**src/rtl/div_seq.sv**
```systemverilog
// div_seq: multi-cycle signed restoring divider, one quotient bit per clock
//   clk       rising-edge clock
//   reset_n   asynchronous active-low reset
//   ctrl_DIV  start pulse; operands sampled on the edge where it is high
//   dividend  signed dividend
//   divisor   signed divisor
//   quotient  signed quotient (truncated toward zero), registered
//   remainder signed remainder (sign of dividend), registered
//   rdy       one-cycle result-valid pulse
//   exception divide-by-zero / overflow flag, held until the next start
module div_seq #(
  parameter int WIDTH = 32
) (
  input  logic             clk,
  input  logic             reset_n,
  input  logic             ctrl_DIV,
  input  logic [WIDTH-1:0] dividend,
  input  logic [WIDTH-1:0] divisor,
  output logic [WIDTH-1:0] quotient,
  output logic [WIDTH-1:0] remainder,
  output logic             rdy,
  output logic             exception
);
  localparam int CW = $clog2(WIDTH);
  typedef enum logic [1:0] {IDLE, RUN, FIX, DONE} state_t;
  state_t           state_q, state_d;
  logic [WIDTH:0]   r_q, r_d, sh, t;
  logic [WIDTH-1:0] qr_q, qr_d, dvs_q, dvs_d, quo_q, quo_d, rem_q, rem_d, a_dd, a_dv;
  logic [CW-1:0]    cnt_q, cnt_d;
  logic             sq_q, sq_d, sr_q, sr_d, dz_q, dz_d, rdy_q, rdy_d, exc_q, exc_d, ovf;
  assign a_dd = dividend[WIDTH-1] ? -dividend : dividend;
  assign a_dv = divisor[WIDTH-1] ? -divisor : divisor;
  assign ovf  = (dividend == {1'b1, {(WIDTH-1){1'b0}}}) && (divisor == '1);
  assign sh   = {r_q[WIDTH-1:0], qr_q[WIDTH-1]};
  assign t    = sh - {1'b0, dvs_q};
  always_comb begin
    state_d = state_q;
    r_d     = r_q;
    qr_d    = qr_q;
    dvs_d   = dvs_q;
    cnt_d   = cnt_q;
    sq_d    = sq_q;
    sr_d    = sr_q;
    dz_d    = dz_q;
    quo_d   = quo_q;
    rem_d   = rem_q;
    rdy_d   = rdy_q;
    exc_d   = exc_q;
    if (ctrl_DIV) begin
      r_d     = '0;
      qr_d    = a_dd;
      dvs_d   = a_dv;
      cnt_d   = '0;
      sq_d    = dividend[WIDTH-1] ^ divisor[WIDTH-1];
      sr_d    = dividend[WIDTH-1];
      dz_d    = divisor == '0;
      rdy_d   = 1'b0;
      exc_d   = 1'b0;
      state_d = (divisor == '0 || ovf) ? DONE : RUN;
    end else begin
      case (state_q)
        RUN: begin
          // borrow out of the trial subtraction means the divisor did not fit
          r_d     = t[WIDTH] ? sh : t;
          qr_d    = {qr_q[WIDTH-2:0], ~t[WIDTH]};
          cnt_d   = cnt_q + 1'b1;
          state_d = (cnt_q == CW'(WIDTH-1)) ? FIX : RUN;
        end
        FIX: begin
          quo_d   = sq_q ? -qr_q : qr_q;
          rem_d   = sr_q ? -r_q[WIDTH-1:0] : r_q[WIDTH-1:0];
          exc_d   = 1'b0;
          rdy_d   = 1'b1;
          state_d = DONE;
        end
        DONE: begin
          // rdy low on entry marks a special case arriving straight from start
          if (rdy_q) begin
            rdy_d   = 1'b0;
            state_d = IDLE;
          end else begin
            quo_d = dz_q ? '0 : {1'b1, {(WIDTH-1){1'b0}}};
            rem_d = '0;
            exc_d = 1'b1;
            rdy_d = 1'b1;
          end
        end
        default: ;
      endcase
    end
  end
  always_ff @(posedge clk or negedge reset_n) begin
    if (!reset_n) begin
      state_q <= IDLE;
      r_q     <= '0;
      qr_q    <= '0;
      dvs_q   <= '0;
      cnt_q   <= '0;
      sq_q    <= 1'b0;
      sr_q    <= 1'b0;
      dz_q    <= 1'b0;
      quo_q   <= '0;
      rem_q   <= '0;
      rdy_q   <= 1'b0;
      exc_q   <= 1'b0;
    end else begin
      state_q <= state_d;
      r_q     <= r_d;
      qr_q    <= qr_d;
      dvs_q   <= dvs_d;
      cnt_q   <= cnt_d;
      sq_q    <= sq_d;
      sr_q    <= sr_d;
      dz_q    <= dz_d;
      quo_q   <= quo_d;
      rem_q   <= rem_d;
      rdy_q   <= rdy_d;
      exc_q   <= exc_d;
    end
  end
  assign quotient  = quo_q;
  assign remainder = rem_q;
  assign rdy       = rdy_q;
  assign exception = exc_q;
endmodule

```
**config.mk**
```make
export PLATFORM = sky130hd
export DESIGN_NAME = div_seq
export DESIGN_NICKNAME = d
export VERILOG_FILES = /design/src/rtl/div_seq.sv
export SDC_FILE = /design/constraint.sdc
export NUM_CORES = 1
export LEC_CHECK = 0
export ABC_AREA = 1
export BUFFER_PORTS_ARGS = -buffer_cell sky130_fd_sc_hd__buf_2
export CORE_MARGIN = 2
export CORE_UTILIZATION = 61
export DETAILED_ROUTE_END_ITERATION = 7
export PLACE_DENSITY = 0.82
export SYNTH_ARGS = -nofsm -noshare
export SYNTH_HDL_FRONTEND = slang
export SYNTH_SLANG_ARGS = --single-unit
export TNS_END_PERCENT = 20
```
**constraint.sdc**
```tcl
create_clock -name clk -period 3.12 [get_ports clk]
set_input_delay 0.312 -clock clk [delete_from_list [all_inputs] [get_ports clk]]
set_output_delay 0.312 -clock clk [all_outputs]
set_load 0.1 [all_outputs]
```
==> metrics.txt, run 1 <==
Synth area leaders=dfrtp_1 32%, nand2_1 18%, inv_1 9.0%; syn nets=2194; Synth top cells by count=649 x nand2_1, 318 x inv_1, 210 x nand3_1, 172 x dfrtp_1, 166 x nor2_1; Arr. time, crit path=3.12 ns; minimum clock period=2.74 ns; top sig layer=met4; reg-to-reg slack, setup=around 0.38 ns; met2 WL=18800 microns; Tot Pwr=slightly above 10 mW; post-synthesis cell count=roughly 2.1k; top cell type's share of synthesized area=between 30% and 40%; Top-Level Pins=around 130; Worst Path Required=3.50 ns; DR vias=14.3k; post-CTS resize count=0; Yosys reg bits=172; Hold WC Path Type=input port to register; Reg2Reg Depth=16; core area=~0.022 sq mm; Crit-path slowest cell=fa_1; worst slack, placed=0.462 ns; die height=152 microns; setup TNS=0 ns; Hold Startpoint=dividend[26]; Switching Share=approximately half; # hold bufs at CTS=1; Min-Delay Path Depth=3; Peak supply drop=~0.43 mV; CTS max path bufs=2; met1 WL=roughly 19000 microns; largest net degree at the start of global routing=55; count leader, synth=nand2_1; final worst path period share=87.8%; Routed Antenna Nets=0; crit-path max FO=28; H-tree depth=4; Gate power share=about half; synthesized area=around 0.013 sq mm; drt total wl=43100 microns; met3 wire length=3940 microns; DRC viols=0; post-DP HPWL=around 33000 microns; clk sinks=172; Clk pwr share=a little over a fifth; Core Rows=54; critical path class=register to register; area leader, netlist=dfrtp_1; Fill cells=1981; Synth async-reset ratio=100%; P&R area growth vs syn=11.6%; Pins Over Slew Limit=0; delay-heaviest family, CP=simple AND/OR/NAND/NOR gates; CTS tree=built; Power Density=between 600 and 700 mW/mm^2; initial antenna violation count=0; count of cell types in the netlist=50; Reg-to-Reg Start=qr_q[31]$_DFFE_PN0P_; initial DRC count=1585; router iterations before antenna repair=6; tightest slew margin relative to the limit=between 20% and 30%; Internal Power=slightly above 5 mW; Min-Delay Endpoint=qr_q[26]$_DFFE_PN0P_; fraction of layout cells with a size suffix above 1=roughly 11%; Die Span X=roughly 150 microns; Final Hold Fails=0; Slew @ Worst Pin=approximately 1.1 ns; status=finished clean; CP max stage delay=0.41 ns; RR Endpoint=r_q[30]$_DFFE_PN0P_; fmax=between 0.3 and 0.4 GHz; Net Sw Power=4.99 mW; register area=around 0.0043 sq mm; initial core utilization=between 60% and 70%; vias in the first global route=about 13k; Setup crit start kind=register; clk_lat worst skew=approximately 0.44 ns; Final Worst Setup Slack=roughly 0.38 ns; crit end category=register; final setup violation count=0; top_reg_cell synth=dfrtp_1; area of the multi-input gates=0.00751 sq mm; clk_skew=between 0.015 and 0.02 ns; GRT Util Overall=37.9%; sequential fraction of the synthesis area=32.4%; clock-pin slew on the worst setup and hold paths=about 0.08 ns; GR Overflow Total=0; Post-synth EDFFs=0; Via-to-Cell Ratio=5.76; n_diodes=0; I/O Buffers=around 130; DIE AREA=approximately 0.023 sq mm; nets=around 2.3k; CP Buf/Inv Count=2; global-route wire length before repair=a little under 70000 microns; WL/cell=roughly 17 microns; RSZ-0062 raised after global routing=false; cts bufs inserted=17; Pleak=about 8.2 nW; setup bufs post-CTS=0; syn_area_per_cell=6.37 sq um; Reg power frac=roughly 28%; Yosys warning count=0; max cap viols=0; gpl congestion=1.03; crit-path cells=inv_1 > ha_1 > fa_1 > inv_1 > nand2_1 > nand2_1 > nand3_1 > nand2_2 > nand2_2 > nand2_4 > nand2_4 > nand3_4 > nand2_8 > nand2_2 > nand3_1 > nand2_1; CTS root buf=clkbuf_16
-- power groups by stage --
stage               Combinational (mW)  Clock [mW]  Sequential [mW]
floorplan                         3.79           0             2.74
detailed placement                4.97           0             2.86
finish                            5.12        2.20             2.84
CTS                               5.00        2.20             2.82
global route                      5.68        2.31             2.86
global placement                  4.90           0             2.84
-- kinds of logic after synthesis --
group / count (synthesis) / synth area share, %
compound gates: 294 / 12.6
xor+xnor: 39 / 2.57
fa+ha+maj: 40 / 3.82
buf+inv: 386 / 11.3
flops: 172 / 32.4
simple gates: 1156 / 37.3
-- how the worst max path moves through the flow --
stage          depth (start not counted)                 start  slack, ns             endpoint
2_1_floorplan                         18  qr_q[31]$_DFFE_PN0P_       0.92  r_q[16]$_DFFE_PN0P_
3_3_place_gp                          16  qr_q[31]$_DFFE_PN0P_       0.61  r_q[31]$_DFFE_PN0P_
3_5_place_dp                          17  qr_q[31]$_DFFE_PN0P_       0.46  r_q[10]$_DFFE_PN0P_
4_1_cts                               16  qr_q[31]$_DFFE_PN0P_       0.42   r_q[9]$_DFFE_PN0P_
5_1_grt                               16  qr_q[31]$_DFFE_PN0P_       0.22  r_q[31]$_DFFE_PN0P_
6_report                              16  qr_q[31]$_DFFE_PN0P_       0.38  r_q[30]$_DFFE_PN0P_
-- state kept, by name (all words and copies together) (netlist names) --
name       flops
dvs_q         32
qr_q          32
quotient      32
r_q           32
remainder     32
cnt_q          5
state_q        2
dz_q           1
exception      1
rdy            1
sq_q           1
sr_q           1
-- metal layers --
| metal | vias to the layer above | GRT usage (%) |
|---|---|---|
| li1 | 6913 | - |
| met1 | 6654 | 55.7 |
| met2 | 684 | 56.6 |
| met3 | 96 | 6.77 |
| met4 | 0 | 12.7 |
| met5 | - | 0 |
-- area by class of cell --
type | count | area share (%)
repair buffers | 152 | 5.61
flip-flops and latches | 172 | 29.0
clock buffers | 17 | 2.87
clock inverters | 15 | 1.32
well taps | 280 | 2.36
multi-input cells | 1529 | 50.6
inverters | 325 | 8.22
-- worst reg2reg max path, delay by kind of cell, from the launching register on --
| kind | cells | cell delay (ns) |
|---|---|---|
| and+or+nand+nor | 12 | 1.46 |
| adders and majority gates | 2 | 0.64 |
| DFF | 1 | 0.38 |
| buffers and inverters | 2 | 0.19 |
-- layout by cell type, fill, tap and decap left out, drive strengths merged, types with 5 or more instances in the layout --
cell	instances
nand3	213
o21bai	8
nor3	39
a21oi	78
o211ai	9
nor4	5
xor2	24
clkinv	12
inv	328
nor2	176
o22ai	8
o21ai	155
nand4	29
clkbuf	17
nand2	682
ha	39
buf	151
nand3b	5
o31ai	5
o221ai	16
xnor2	15
dfrtp	172
-- metrics by stage --
stage / std cells / hold WS, ns / instance area, sq um / util [%]
2_1_floorplan: 2087 / 0.0164 / 13300 / -
5_1_grt: 2490 / 0.164 / 14800 / 68.6
3_3_place_gp: 2457 / 0.281 / 14200 / 65.7
4_1_cts: 2490 / 0.152 / 14800 / 68.6
6_report: 2490 / 0.158 / 14800 / 68.6
3_5_place_dp: 2457 / 0.285 / 14200 / 65.7
Power figures use the tool's default switching activity.
==> run 2: changes to the inputs <==
--- a/config.mk
+++ b/config.mk
@@ -7,10 +7,10 @@
 export LEC_CHECK = 0
 export ABC_AREA = 1
 export BUFFER_PORTS_ARGS = -buffer_cell sky130_fd_sc_hd__buf_2
-export CORE_MARGIN = 2
-export CORE_UTILIZATION = 61
+export CORE_MARGIN = 5
+export CORE_UTILIZATION = 55
 export DETAILED_ROUTE_END_ITERATION = 7
-export PLACE_DENSITY = 0.82
+export PLACE_DENSITY = 0.75
 export SYNTH_ARGS = -nofsm -noshare
 export SYNTH_HDL_FRONTEND = slang
 export SYNTH_SLANG_ARGS = --single-unit
==> run 2 against run 1 <==
Global-route usage shrank 5.7 points. Worst hold slack better by 0.026 ns. Sequential power hardly changed. Largest cell class unchanged.
==> metrics.txt, run 2 (synthesized netlist as in run 1, its figures left out) <==
Pleak=between 8 and 9 nW; CTS tree=built; clk_lat worst skew=0.44 ns; GRT Util Overall=between 30% and 40%; Hold WC Path Type=input port to register; post-route cell area=approximately 0.015 sq mm; Via-to-Cell Ratio=~5.6; Reg-to-Reg Start=qr_q[31]$_DFFE_PN0P_; Setup crit start kind=register; crit path launch=qr_q[31]$_DFFE_PN0P_; Die Span X=roughly 170 microns; final worst path period share=between 80% and 90%; initial core utilization=56.3%; Arr. time, crit path=slightly below 3 ns; Slew @ Worst Pin=slightly below 0.8 ns; crit-path max FO=28; status=finished clean; Top-Level Pins=~130; DIE AREA=roughly 0.027 sq mm; final non-filler cell total=2526; max cap viols=0; I/O Buffers=about 130; clk_skew=0.0132 ns; drt total wl=43600 microns; crit-path cells=inv_1 > ha_1 > fa_1 > inv_1 > nand2_1 > nand2_1 > nand3_1 > nand2_2 > nand2_2 > nand2_4 > nand2_4 > nand2_4 > nand2_8 > nand2_8 > nand2_1 > nand3_1 > nand2_1; DR vias=between 10k and 15k; Peak supply drop=between 0.4 and 0.5 mV; n_diodes=0; Hold Startpoint=dividend[0]; Pins Over Slew Limit=0; WHS=approximately 0.18 ns; router iterations before antenna repair=6; tightest slew margin relative to the limit=between 40 and 50%; RSZ-0062 raised after global routing=false; final setup violation count=0; P&R area growth vs syn=11.7%; core area=0.0236 sq mm; die height=between 150 and 200 microns; WL/cell=about 17 microns; Placement Cell Area=0.0143 sq mm; post-DP HPWL=roughly 34000 microns; dpl cells=2493; clk sinks=between 150 and 200; Worst Path Required=~3.5 ns; setup TNS=0 ns; most common cell after layout, fill and taps aside=nand2_1; CTS max path bufs=2; nets=2301; H-tree depth=4; Final Hold Fails=0; Fill cells=2308; initial antenna violation count=0; Core Rows=56; CTS root buf=clkbuf_16; minimum clock period=~2.6 ns; GR Overflow Total=0; clock-pin slew on the worst setup and hold paths=0.07 ns; Crit-path slowest cell=fa_1; fraction of layout cells with a size suffix above 1=11.1%; gpl congestion=roughly 1.0; critical path class=register to register; fmax=0.381 GHz; Tot Pwr=approximately 10 mW; CP dominant cell by count=nand2_1; area of the multi-input gates=roughly 0.0075 sq mm; most frequent cells in the layout=649 x nand2_1, 318 x inv_1, 210 x nand3_1; CP max stage delay=about 0.4 ns; Power Density=685 mW/mm^2; largest net degree at the start of global routing=just under 80; cts bufs inserted=17; global-route wire length before repair=approximately 69000 microns; crit end category=register; Routed Antenna Nets=0; vias in the first global route=between 10k and 15k; initial DRC count=between 1.5k and 2k; DRC viols=0; register area=0.00430 sq mm
## run 2: cell types whose count changed in the layout (fill, tap and decap cells not counted)
cell	change
buf_4	-5
inv_8	+5
buf_12	+2
clkinv_8	-6
clkinvlp_4	+1
## run 2: critical path, delay by kind of cell, from the launching register on
kind / cells / cell delay [ns]
adder cells (fa/ha/maj): 2 / 0.64
AND/OR/NAND/NOR: 13 / 1.32
buffers and inverters: 2 / 0.17
flip-flops: 1 / 0.37
## run 2: through the flow
step	worst slack, ns	util (%)
CTS	0.526	62.9
finish	0.497	62.9
global placement	0.647	60.4
global route	0.248	62.9
detailed placement	0.541	60.4
floorplan	0.924	-
## run 2: what timing repair did
action / CTS / global route
hold buffers: 1 / 0
resized for setup: 0 / 0
endpoints found under the hold margin: 76 / 0
buffers inserted: 0 / 0
## run 2: area by class of cell
cell class | count | share of cell area [%]
clock buffers | 17 | 2.86
multi-input cells | 1529 | 50.5
well taps | 319 | 2.69
flip-flops and latches | 172 | 29.0
clock inverters | 15 | 1.10
inverters | 325 | 8.21
repair buffers | 149 | 5.62
## run 2: power by group
| part | switching, mW | leakage [nW] | internal [mW] |
|---|---|---|---|
| Combinational | 3.54 | 5.64 | 1.59 |
| Clock | 1.09 | 0.288 | 1.08 |
| Sequential | 0.383 | 2.24 | 2.49 |
## run 2: layer usage
metal / up-vias / global-route usage [%] / share of wire (%) / wire (microns)
met5: - / 0 / 0 / 0
met4: 0 / 7.99 / 2.0 / 874
met3: 81 / 6.75 / 11 / 4800
met2: 736 / 46.0 / 42 / 18200
met1: 6514 / 49.7 / 45 / 19800
li1: 6910 / - / - / -
## run 2: final timing paths
kind,end,slack (ns),cells after the start
hold / removal,qr_q[0]$_DFFE_PN0P_,0.18,3
max in group asynchronous,dvs_q[16]$_DFFE_PN0P_,1.85,3
hold reg to reg,remainder[5]$_DFFE_PN0P_,0.48,2
min in group asynchronous,r_q[17]$_DFFE_PN0P_,0.47,2
setup / recovery,r_q[7]$_DFFE_PN0P_,0.50,17
setup reg to reg,r_q[7]$_DFFE_PN0P_,0.50,17
==> run 3: changes to the inputs <==
--- a/config.mk
+++ b/config.mk
@@ -10,7 +10,7 @@
 export CORE_MARGIN = 5
 export CORE_UTILIZATION = 55
 export DETAILED_ROUTE_END_ITERATION = 7
-export PLACE_DENSITY = 0.75
+export PLACE_DENSITY = 0.78
 export SYNTH_ARGS = -nofsm -noshare
 export SYNTH_HDL_FRONTEND = slang
 export SYNTH_SLANG_ARGS = --single-unit
==> constraint.sdc (replaced) <==
create_clock -name clk -period 2.4 [get_ports clk]
set_input_delay 0.24 -clock clk [delete_from_list [all_inputs] [get_ports clk]]
set_output_delay 0.24 -clock clk [all_outputs]
set_load 0.1 [all_outputs]
==> run 3 against run 2 <==
Die area is the same. Sequential share of layout area is 1.3 points lower. Critical path depth down 2. Critical path type unchanged. Highest routed layer unchanged. Worst setup slack worse by 0.47 ns. Final area up 4.9%.
==> metrics.txt, run 3 (synthesized netlist as in run 1, its figures left out) <==
status=finished clean; Arr. time, crit path=2.76 ns; Internal Power=7.44 mW; clk_lat worst skew=0.45 ns; most frequent cells in the layout=646 x nand2_1, 317 x inv_1, 210 x nand3_1; Clk pwr share=just under 20%; CTS root buf=clkbuf_16; crit end category=register; reg-to-reg slack, setup=~0.028 ns; die height=about 170 microns; met1 GRT Util=between 40 and 50%; GR Overflow Total=0; gpl congestion=about 1.0; Power Density=a little over 900 mW/mm^2; Reg power frac=25.8%; CP Buf/Inv Count=4; DR vias=roughly 15k; Reg2Reg Depth=15; P&R area growth vs syn=17.2%; Via-to-Cell Ratio=5.62; cts bufs inserted=17; clk_skew=between 0.01 and 0.015 ns; Hold WC Path Type=input port to register; clk sinks=roughly 170; Die Span X=around 170 microns; Peak supply drop=between 0.5 and 0.6 mV; Pleak=8.47 nW; CP dominant cell by count=nand2_1; global-route wire length before repair=around 68000 microns; Final Hold Fails=0; fin util=66.0%; Placement Cell Area=0.0146 sq mm; CP max stage delay=roughly 0.39 ns; Routed Antenna Nets=0; post-route cell area=0.0156 sq mm; clock-pin slew on the worst setup and hold paths=~0.080 ns; tightest slew margin relative to the limit=a little over two fifths; delay-heaviest family, CP=simple AND/OR/NAND/NOR gates; Crit-path slowest cell=dfrtp_1; crit-path cells=inv_2 > ha_2 > nand2_1 > inv_1 > nand2_1 > nand2_1 > a21oi_2 > nand2_4 > nand2_4 > nand3_4 > buf_4 > clkbuf_16 > nand3_1 > nand3_1 > nand2_1; Worst Setup EP=r_q[16]$_DFFE_PN0P_; vias in the first global route=between 10k and 15k; router iterations before antenna repair=6; largest net degree at the start of global routing=72; fmax=0.422 GHz; fraction of layout cells with a size suffix above 1=approximately 15%; Hold Startpoint=dividend[11]; Top-Level Pins=between 100 and 150; H-tree depth=4; CTS max path bufs=2; RR Endpoint=r_q[16]$_DFFE_PN0P_; Net Sw Power=6.85 mW; critical path depth=15; DIE AREA=0.0274 sq mm; critical path class=register to register; crit path launch=dvs_q[11]$_DFFE_PN0P_; final worst path period share=a little over nine tenths; Setup crit start kind=register; met2 usage=47.0%; Core Rows=56; core area=between 0.02 and 0.025 sq mm; met3 Use GR=5.49%; GRT Util Overall=between 30% and 40%; most common cell after layout, fill and taps aside=nand2_1; CTS tree=built; grt peak-use layer=met1; I/O Buffers=around 130; post-DP HPWL=34600 microns; initial antenna violation count=0; final setup violation count=0; crit-path max FO=7; nets=roughly 2.4k; drt total wl=about 45000 microns; max cap viols=0; DRC viols=0; Switching Share=~48%; Pins Over Slew Limit=0; Gate power share=a little over half; initial core utilization=roughly 56%; Worst Path Required=2.79 ns; Reg-to-Reg Start=dvs_q[11]$_DFFE_PN0P_; WL/cell=approximately 17 microns; n_diodes=0; Slew @ Worst Pin=approximately 0.85 ns; initial DRC count=between 1.5k and 2k; minimum clock period=roughly 2.4 ns
==> run 3: worst min-delay path by stage <==
stage,endpoint,slack (ns),cells after the start
floorplan,cnt_q[0]$_DFFE_PN0P_,-0.06,0
global placement,r_q[11]$_DFFE_PN0P_,0.19,1
detailed placement,r_q[9]$_DFFE_PN0P_,0.19,1
CTS,qr_q[11]$_DFFE_PN0P_,0.10,3
global route,dvs_q[14]$_DFFE_PN0P_,0.12,3
finish,qr_q[11]$_DFFE_PN0P_,0.11,3
==> run 3: timing repair <==
item / CTS / global route
setup endpoints to repair: 0 / 34
gates resized for setup: 0 / 37
endpoints found under the hold margin: 40 / 0
setup buffers: 0 / 10
hold buffers: 1 / 0
==> run 3: worst min-delay path: cells and delay by family <==
family	cells	cell delay, ns
and+or+nand+nor	1	0.05
AOI/OAI and AO/OA	1	0.12
buffers and inverters	1	0.11
==> run 3: metal layers <==
metal	routed length [microns]	part of all wire (%)
met3	4660	10
met1	20000	45
met2	19200	43
met5	0	0
met4	1040	2.3
==> run 3: power groups by stage <==
| stage | Sequential, mW | Combinational [mW] | Clock (mW) |
|---|---|---|---|
| floorplan | 3.56 | 4.92 | 0 |
| global placement | 3.66 | 6.89 | 0 |
| detailed placement | 3.67 | 6.94 | 0 |
| CTS | 3.62 | 6.99 | 2.84 |
| global route | 3.70 | 8.50 | 2.96 |
| finish | 3.68 | 7.77 | 2.84 |
==> run 3: per-stage QoR <==
| step | worst slack (ns) | std cells | total power, mW | TNS, ns | hold slack [ns] |
|---|---|---|---|---|---|
| after floorplan | 0.204 | 2087 | 8.48 | 0 | -0.0556 |
| after global placement | 0.0602 | 2534 | 10.5 | 0 | 0.192 |
| after detailed placement | 0.0139 | 2534 | 10.6 | 0 | 0.192 |
| after CTS | 0.00159 | 2567 | 13.4 | 0 | 0.104 |
| after global routing | -0.0761 | 2583 | 15.2 | -0.271 | 0.118 |
| final | 0.0276 | 2583 | 14.3 | 0 | 0.112 |
==> run 3: final cells by class <==
class / instances / area (sq um)
clock inverters: 14 / 154
inverters: 325 / 1220
fillers: 2192 / 8030
multi-input cells: 1531 / 7720
well taps: 319 / 399
repair buffers: 204 / 1340
clock buffers: 18 / 439
flip-flops and latches: 172 / 4310
